[src/rtl/contador_step_pkg.sv]
// Shared constants for the control-unit step counter and its consumers
// (control FSM, instruction decoder).
package contador_step_pkg;

   localparam int unsigned MODE_WRAP = 0;
   localparam int unsigned MODE_SAT  = 1;

   localparam int unsigned STEP_N      = 3;
   localparam int unsigned STEP_MODULO = 8;

   typedef enum logic [2:0] {
      ActHold,
      ActClear,
      ActLoad,
      ActInc,
      ActDec
   } step_act_e;

endpackage

[src/rtl/contador_step_dec_onehot.sv]
// Enable-gated N-to-M one-hot decoder; bit i is set iff en is high and sel == i.
module dec_onehot #(
   parameter int unsigned N = 3,
   parameter int unsigned M = 8
) (
   input  logic         en,
   input  logic [N-1:0] sel,
   output logic [M-1:0] y
);

   always_comb begin
      y = '0;
      for (int i = 0; i < M; i++) begin
         if (en && (sel == N'(i))) begin
            y[i] = 1'b1;
         end
      end
   end

endmodule

[src/rtl/contador_step.sv]
// Parametrised up/down step counter with load clamp, wrap/saturate mode,
// registered boundary flag and gated one-hot time-step decode.
module contador_step
   import contador_step_pkg::*;
#(
   parameter int unsigned N        = STEP_N,
   parameter int unsigned MODULO   = STEP_MODULO,
   parameter int unsigned SATURATE = MODE_WRAP
) (
   input  logic              Clock,
   input  logic              Resetn,
   input  logic              Clear,
   input  logic              En,
   input  logic              Load,
   input  logic              Up,
   input  logic [N-1:0]      D,
   input  logic              DecEn,
   output logic [N-1:0]      Q,
   output logic              Wrap,
   output logic [MODULO-1:0] Y
);

   if ((MODULO < 2) || (MODULO > (1 << N))) begin : gen_bad_modulo
      $error("contador_step: MODULO must lie in 2..2**N");
   end

   localparam logic [N-1:0] MAX_Q = N'(MODULO - 1);
   localparam logic [N-1:0] ONE   = N'(1);
   localparam bit           SAT   = (SATURATE == MODE_SAT);

   logic [N-1:0] q_q, q_d;
   logic         wrap_q, wrap_d;
   logic [N-1:0] load_val;
   logic         at_top, at_bot;
   step_act_e    act;

   always_comb begin
      act = ActHold;
      if (Clear) begin
         act = ActClear;
      end else if (Load) begin
         act = ActLoad;
      end else if (En) begin
         act = Up ? ActInc : ActDec;
      end
   end

   // Out-of-range loads clamp to the top of the range so Q never leaves 0..MODULO-1.
   assign load_val = (D > MAX_Q) ? MAX_Q : D;
   assign at_top   = (q_q == MAX_Q);
   assign at_bot   = (q_q == '0);

   always_comb begin
      q_d    = q_q;
      wrap_d = 1'b0;
      unique case (act)
         ActHold:  q_d = q_q;
         ActClear: q_d = '0;
         ActLoad:  q_d = load_val;
         ActInc: begin
            if (at_top) begin
               wrap_d = 1'b1;
               q_d    = SAT ? q_q : '0;
            end else begin
               q_d = q_q + ONE;
            end
         end
         ActDec: begin
            if (at_bot) begin
               wrap_d = 1'b1;
               q_d    = SAT ? q_q : MAX_Q;
            end else begin
               q_d = q_q - ONE;
            end
         end
         default: q_d = q_q;
      endcase
   end

   always_ff @(posedge Clock or negedge Resetn) begin
      if (!Resetn) begin
         q_q    <= '0;
         wrap_q <= 1'b0;
      end else begin
         q_q    <= q_d;
         wrap_q <= wrap_d;
      end
   end

   assign Q    = q_q;
   assign Wrap = wrap_q;

   dec_onehot #(
      .N (N),
      .M (MODULO)
   ) u_dec (
      .en  (DecEn),
      .sel (q_q),
      .y   (Y)
   );

endmodule

[config.mk]
export PLATFORM = sky130hd
export DESIGN_NAME = contador_step
export DESIGN_NICKNAME = d
export VERILOG_FILES = /design/src/rtl/contador_step_pkg.sv /design/src/rtl/contador_step_dec_onehot.sv /design/src/rtl/contador_step.sv
export SDC_FILE = /design/constraint.sdc
export NUM_CORES = 1
export LEC_CHECK = 0
export CAP_MARGIN = 10
export CORE_AREA = 3 3 40 42
export CTS_CLUSTER_SIZE = 30
export DETAILED_ROUTE_END_ITERATION = 10
export DIE_AREA = 0 0 43 45
export HOLD_SLACK_MARGIN = 0.06
export PLACE_DENSITY = 0.65
export SETUP_SLACK_MARGIN = 0.02
export SLEW_MARGIN = 20
export SYNTH_ARGS = -nofsm -noshare
export SYNTH_HDL_FRONTEND = slang
export SYNTH_HIERARCHICAL = 1
export SYNTH_SLANG_ARGS = --single-unit
[constraint.sdc]
create_clock -name Clock -period 1.95 [get_ports Clock]
set_clock_uncertainty 0.1 [all_clocks]
set_input_delay 0.39 -clock Clock [delete_from_list [all_inputs] [get_ports Clock]]
set_output_delay 0.39 -clock Clock [all_outputs]
set_load 0.05 [all_outputs]
==> metrics.csv, run 1 <==
metric,value,unit
syn-num-nets,53,
max_cap_viol_count,0,
drtIter0Drc,11,
cp-end-kind,primary output,
synth_most_common_cell,inv_1,
synth_flop_cell,dfrtp_1,
ys_warn_count,6,
synthTopCellsByCount,"5 x inv_1, 4 x dfrtp_1, 4 x ha_1",
syn_inst,39,
rr_startpoint,Q[2],
syn2layout_area_growth,97.4,%
antenna_found_initial,0,
slowest_delay,630,ps
ios,22,
track_usage,13.5,%
tightest_slew,495,ps
start_kind,register,
crit_buf_inv,1,
core_area,1280,um^2
die_x,43,um
cp.arrival,1350,ps
fin_crit,1840,ps
syn-cell-area,387,um^2
clk_pin_slew_worst_paths,40,ps
regToRegSetupSlack,260,ps
setup_viol,0,
n_fill_cell,102,
hold_buffers,0,
slew_headroom,66.9,%
crit_chain,and4b_2 > buf_12,
wl_met1,532,um
p_leak,0.338,nW
final_cells,82,
gp_congestion,0.754,
drc,0,
wl_met3,91,um
hold_viol_final,0,
r2r_cells,4,
wl_met2,516,um
synth_edf_count,0,
start_util,30.1,%
ant_nets,0,
grt_pass1_wl,1.90,mm
root_buffer,clkbuf_4,
fin_setup_tns,0,ps
fp.dieArea,1940,um^2
gr-total-overflow,0,
yosys-top-cells-area,"dfrtp_1 26%, ha_1 13%, and4bb_2 9.7%",
syn_area_per_cell,9.91,um^2
critPathMaxFanout,14,
crit_family,flip-flops,
cp.required,1460,ps
avgViaCountPerCell,5.30,
finalCritPeriodShare,94.5,%
dp_hpwl,867,um
drt_first_pass_iters,4,
synthArstFlopShare,100,%
synth.distinct_cells,21,
rows,13,
postCtsSetupBuffers,0,
cts_max_path_buffers,2,
antenna_cells,0,
slowest_stage,dfrtp_1,
powerDensity,497,nW/um^2
fp.dieH,45,um
finalNetCount,83,
cts_tree,built,
insertion_delay,240,ps
cts-resized-gates,1,
timing.fmax,543,MHz
yosys.area.top_type,dfrtp_1,
htreeDepth,1,
yosysSeqAreaShare,25.9,%
hp-class,input pin to async pin,
grt_pass1_vias,439,
ir_worst_vdd,0.260,mV
drive_gt1_share,44.8,%
synth_top_area_share,25.9,%
critical_path_class,register to primary output,
num_vias,435,
top_layer,met4,
rsz0062_at_grt,no,
drv_slew,0,
wl,1.16,mm
dpl.cell_count,79,
outcome,finished clean,
ys_ff_latch,4,
grt_max_degree,15,
wire_per_inst,14.2,um
cts_buffers,3,
timing.rr.end,Q[0],
hold_ws,251,ps
cts.sinks,4,
io_buffers,21,
[where the power goes]
part	leakage [nW]	switching, mW	internal [mW]	total (mW)
clock network	0.0138	0.0379	0.0691	0.107
registers	0.0499	0.0117	0.0893	0.101
logic	0.274	0.0876	0.0836	0.171
[flip-flops by register name (all words and copies together) (netlist names)]
signal	cells
Q	3
Wrap	1
[layout make-up]
cell class	count	area (um^2)	area share, %
clock buffers	3	22.5	2.95
well taps	15	18.8	2.46
inverters	5	18.8	2.46
multi-input cells	30	277	36.2
flip-flops and latches	4	103	13.4
repair buffers	25	324	42.5
[how the worst max path moves through the flow]
| stage | start | slack (ps) | to | cells after the start |
|---|---|---|---|---|
| CTS | Q[2] | 100 | Y[5] | 2 |
| finish | Q[2] | 110 | Y[5] | 2 |
| global route | Q[2] | 40 | Y[5] | 2 |
| detailed placement | DecEn | 4 | Y[0] | 3 |
| global placement | DecEn | 40 | Y[0] | 3 |
| floorplan | Q[2] | 120 | Y[0] | 1 |
[logic make-up (layout without fill, tap and decap cells)]
kind of cell	count (synthesis)	count (layout)	share of synthesized area (%)
AO/OA/AOI/OAI	9	9	18.4
XOR/XNOR	1	1	2.27
adder cells (fa/ha/maj)	4	4	12.9
buffers and inverters	5	33	4.85
flip-flops	4	4	25.9
AND/OR/NAND/NOR	16	16	35.6
[routing by layer]
layer  vias to the layer above  track usage, %
li1                        211               -
met2                        18            21.6
met4                         0            9.04
met5                         -               0
met3                         4            4.38
met1                       202            15.5
[metrics by stage]
stage               instance area [um^2]  util, %  setup WS [ps]  total power, mW
global placement                     742     57.7           44.1            0.272
detailed placement                   742     57.7           3.69            0.274
finish                               763     59.4            108            0.379
global route                         763     59.4           43.8            0.403
floorplan                            398        -            116            0.186
CTS                                  763     59.4            103            0.382
[placed cells by master (no fill, tap or decap), drive strengths merged, types with 2 or more instances in the layout]
cell	Yosys	final
a221oi	2	2
ha	4	4
inv	5	5
clkbuf	0	3
nand2	3	3
buf	0	15
a21oi	3	3
and4bb	3	3
dfrtp	4	4
clkdlybuf4s50	0	9
and4b	3	3
Power figures use the tool's default switching activity.
==> inputs of run 2 (changes only) <==
Settings changed: CTS_BUF_LIST from default to sky130_fd_sc_hd__clkbuf_2.
==> run 2 against run 1 <==
Net effect:
- wire length down 0.26%
- die area did not move
- critical path depth did not move
- worst setup slack better by 22 ps
- clock power shrank 26%
- fmax up 1.2%
- critical endpoint unchanged
- largest power group unchanged
==> metrics.csv, run 2 (synthesized netlist as in run 1, its figures left out) <==
metric,value,unit,change
start_util,30.1,%,unchanged
antenna_found_initial,0,,unchanged
placed_area,742,um^2,unchanged
die_x,43,um,unchanged
dpl.cell_count,79,,unchanged
slew_headroom,66.9,%,about the same
finalNetCount,83,,unchanged
drv_slew,0,,unchanged
hold_buffers,0,,unchanged
start_kind,register,,
clk_pin_slew_worst_paths,50,ps,about the same
cts_buffers,3,,unchanged
grt_pass1_vias,439,,unchanged
rsz0062_at_grt,no,,
critPathMaxFanout,14,,unchanged
critical_path_class,register to primary output,,
grt_pass1_wl,1.90,mm,unchanged
cp-end-kind,primary output,,
num_vias,429,,-1.4%
core_area,1280,um^2,unchanged
drt_first_pass_iters,4,,unchanged
finalInstanceArea,756,um^2,-0.98%
r2r_cells,4,,unchanged
cp.arrival,1330,ps,-20 ps
cts_tree,built,,
track_usage,13.5,%,unchanged
tightest_slew,494,ps,-0.301 ps
fin_setup_tns,0,ps,unchanged
fp.dieH,45,um,unchanged
final_cells,82,,unchanged
ios,22,,unchanged
insertion_delay,220,ps,-20 ps
timing.fmax,549,MHz,+1.2%
wire_per_inst,14.2,um,-0.26%
postCtsSetupBuffers,0,,unchanged
place_ws,3.69,ps,unchanged
n_fill_cell,105,,+2.9%
max_cap_viol_count,0,,unchanged
avgViaCountPerCell,5.23,,-1.4%
p_leak,0.337,nW,-0.40%
fin_util,58.8,%,-0.58 points
cp.required,1460,ps,about the same
htreeDepth,1,,unchanged
antenna_cells,0,,unchanged
root_buffer,clkbuf_2,,
drc,0,,unchanged
final_cell_mix,"9 x clkdlybuf4s50_1, 9 x buf_12, 6 x buf_4",,
setup_viol,0,,unchanged
powerDensity,465,nW/um^2,-6.4%
wl,1.16,mm,-0.26%
fp.dieArea,1940,um^2,unchanged
finalWorstSetupSlack,130,ps,+22.0 ps
fin_crit,1820,ps,-22.0 ps
hold_ws,273,ps,+21.5 ps
ir_worst_vdd,0.230,mV,-12%
ant_nets,0,,unchanged
finalCritPeriodShare,93.3,%,-1.1 points
largest_reg_flops,3,,unchanged
grt_max_degree,15,,unchanged
gr-total-overflow,0,,unchanged
dp_hpwl,867,um,unchanged
rows,13,,unchanged
io_buffers,21,,unchanged
drtIter0Drc,10,,-1
finalPower,0.351,mW,-7.3%
cts_max_path_buffers,2,,unchanged
drive_gt1_share,44.8,%,unchanged
syn2layout_area_growth,95.5,%,
gp_congestion,0.754,,unchanged
hp-class,input pin to async pin,,
outcome,finished clean,,
hold_viol_final,0,,unchanged
cts.sinks,4,,unchanged
run 2: final timing paths:
path	start	end	slack, ps
max	Q[2]	Y[5]	130
min reg2reg	Q[1]	Q[1]	610
min	Resetn	Wrap	270
max in group asynchronous	Resetn	Q[0]	1290
min in group Clock	Q[1]	Q[1]	610
max reg2reg	Q[2]	Q[0]	250
run 2: layer usage:
metal	global-route usage (%)	up-vias	part of all wire, %
met4	9.04	0	2.0
met2	21.6	18	44
met1	15.5	196	46
met3	4.38	4	7.8
met5	0	-	0
li1	-	211	-
run 2: worst max-delay path: stages, from the launching register on:
cell and delay, ps:
dfrtp_1 640, and4b_2 340, buf_12 140
run 2: what timing repair did:
| action | CTS | global route |
|---|---|---|
| hold endpoints to repair | 0 | 0 |
| endpoints found under the setup margin | 1 | 0 |
| resized for setup | 1 | 0 |
run 2: power by group:
part / internal, mW / total, mW / switching [mW]
Clock: 0.0414 / 0.0794 / 0.0380
Sequential: 0.0891 / 0.101 / 0.0118
Combinational: 0.0836 / 0.171 / 0.0876
Total: 0.214 / 0.351 / 0.137
run 2: area by class of cell:
class                           count  area [um^2]  share of cell area (%)
Inverter                            5         18.8                    2.48
Sequential cell                     4          103                    13.6
Tap cell                           15         18.8                    2.48
Clock buffer                        3         15.0                    1.99
Timing Repair Buffer               25          324                    42.9
Multi-Input combinational cell     30          277                    36.6
==> inputs of run 3 (changes only) <==
Settings changed: SLEW_MARGIN 20 to default.
==> results of run 3 <==
Same layout as run 2: the final DEF is identical, and so are final timing and power.
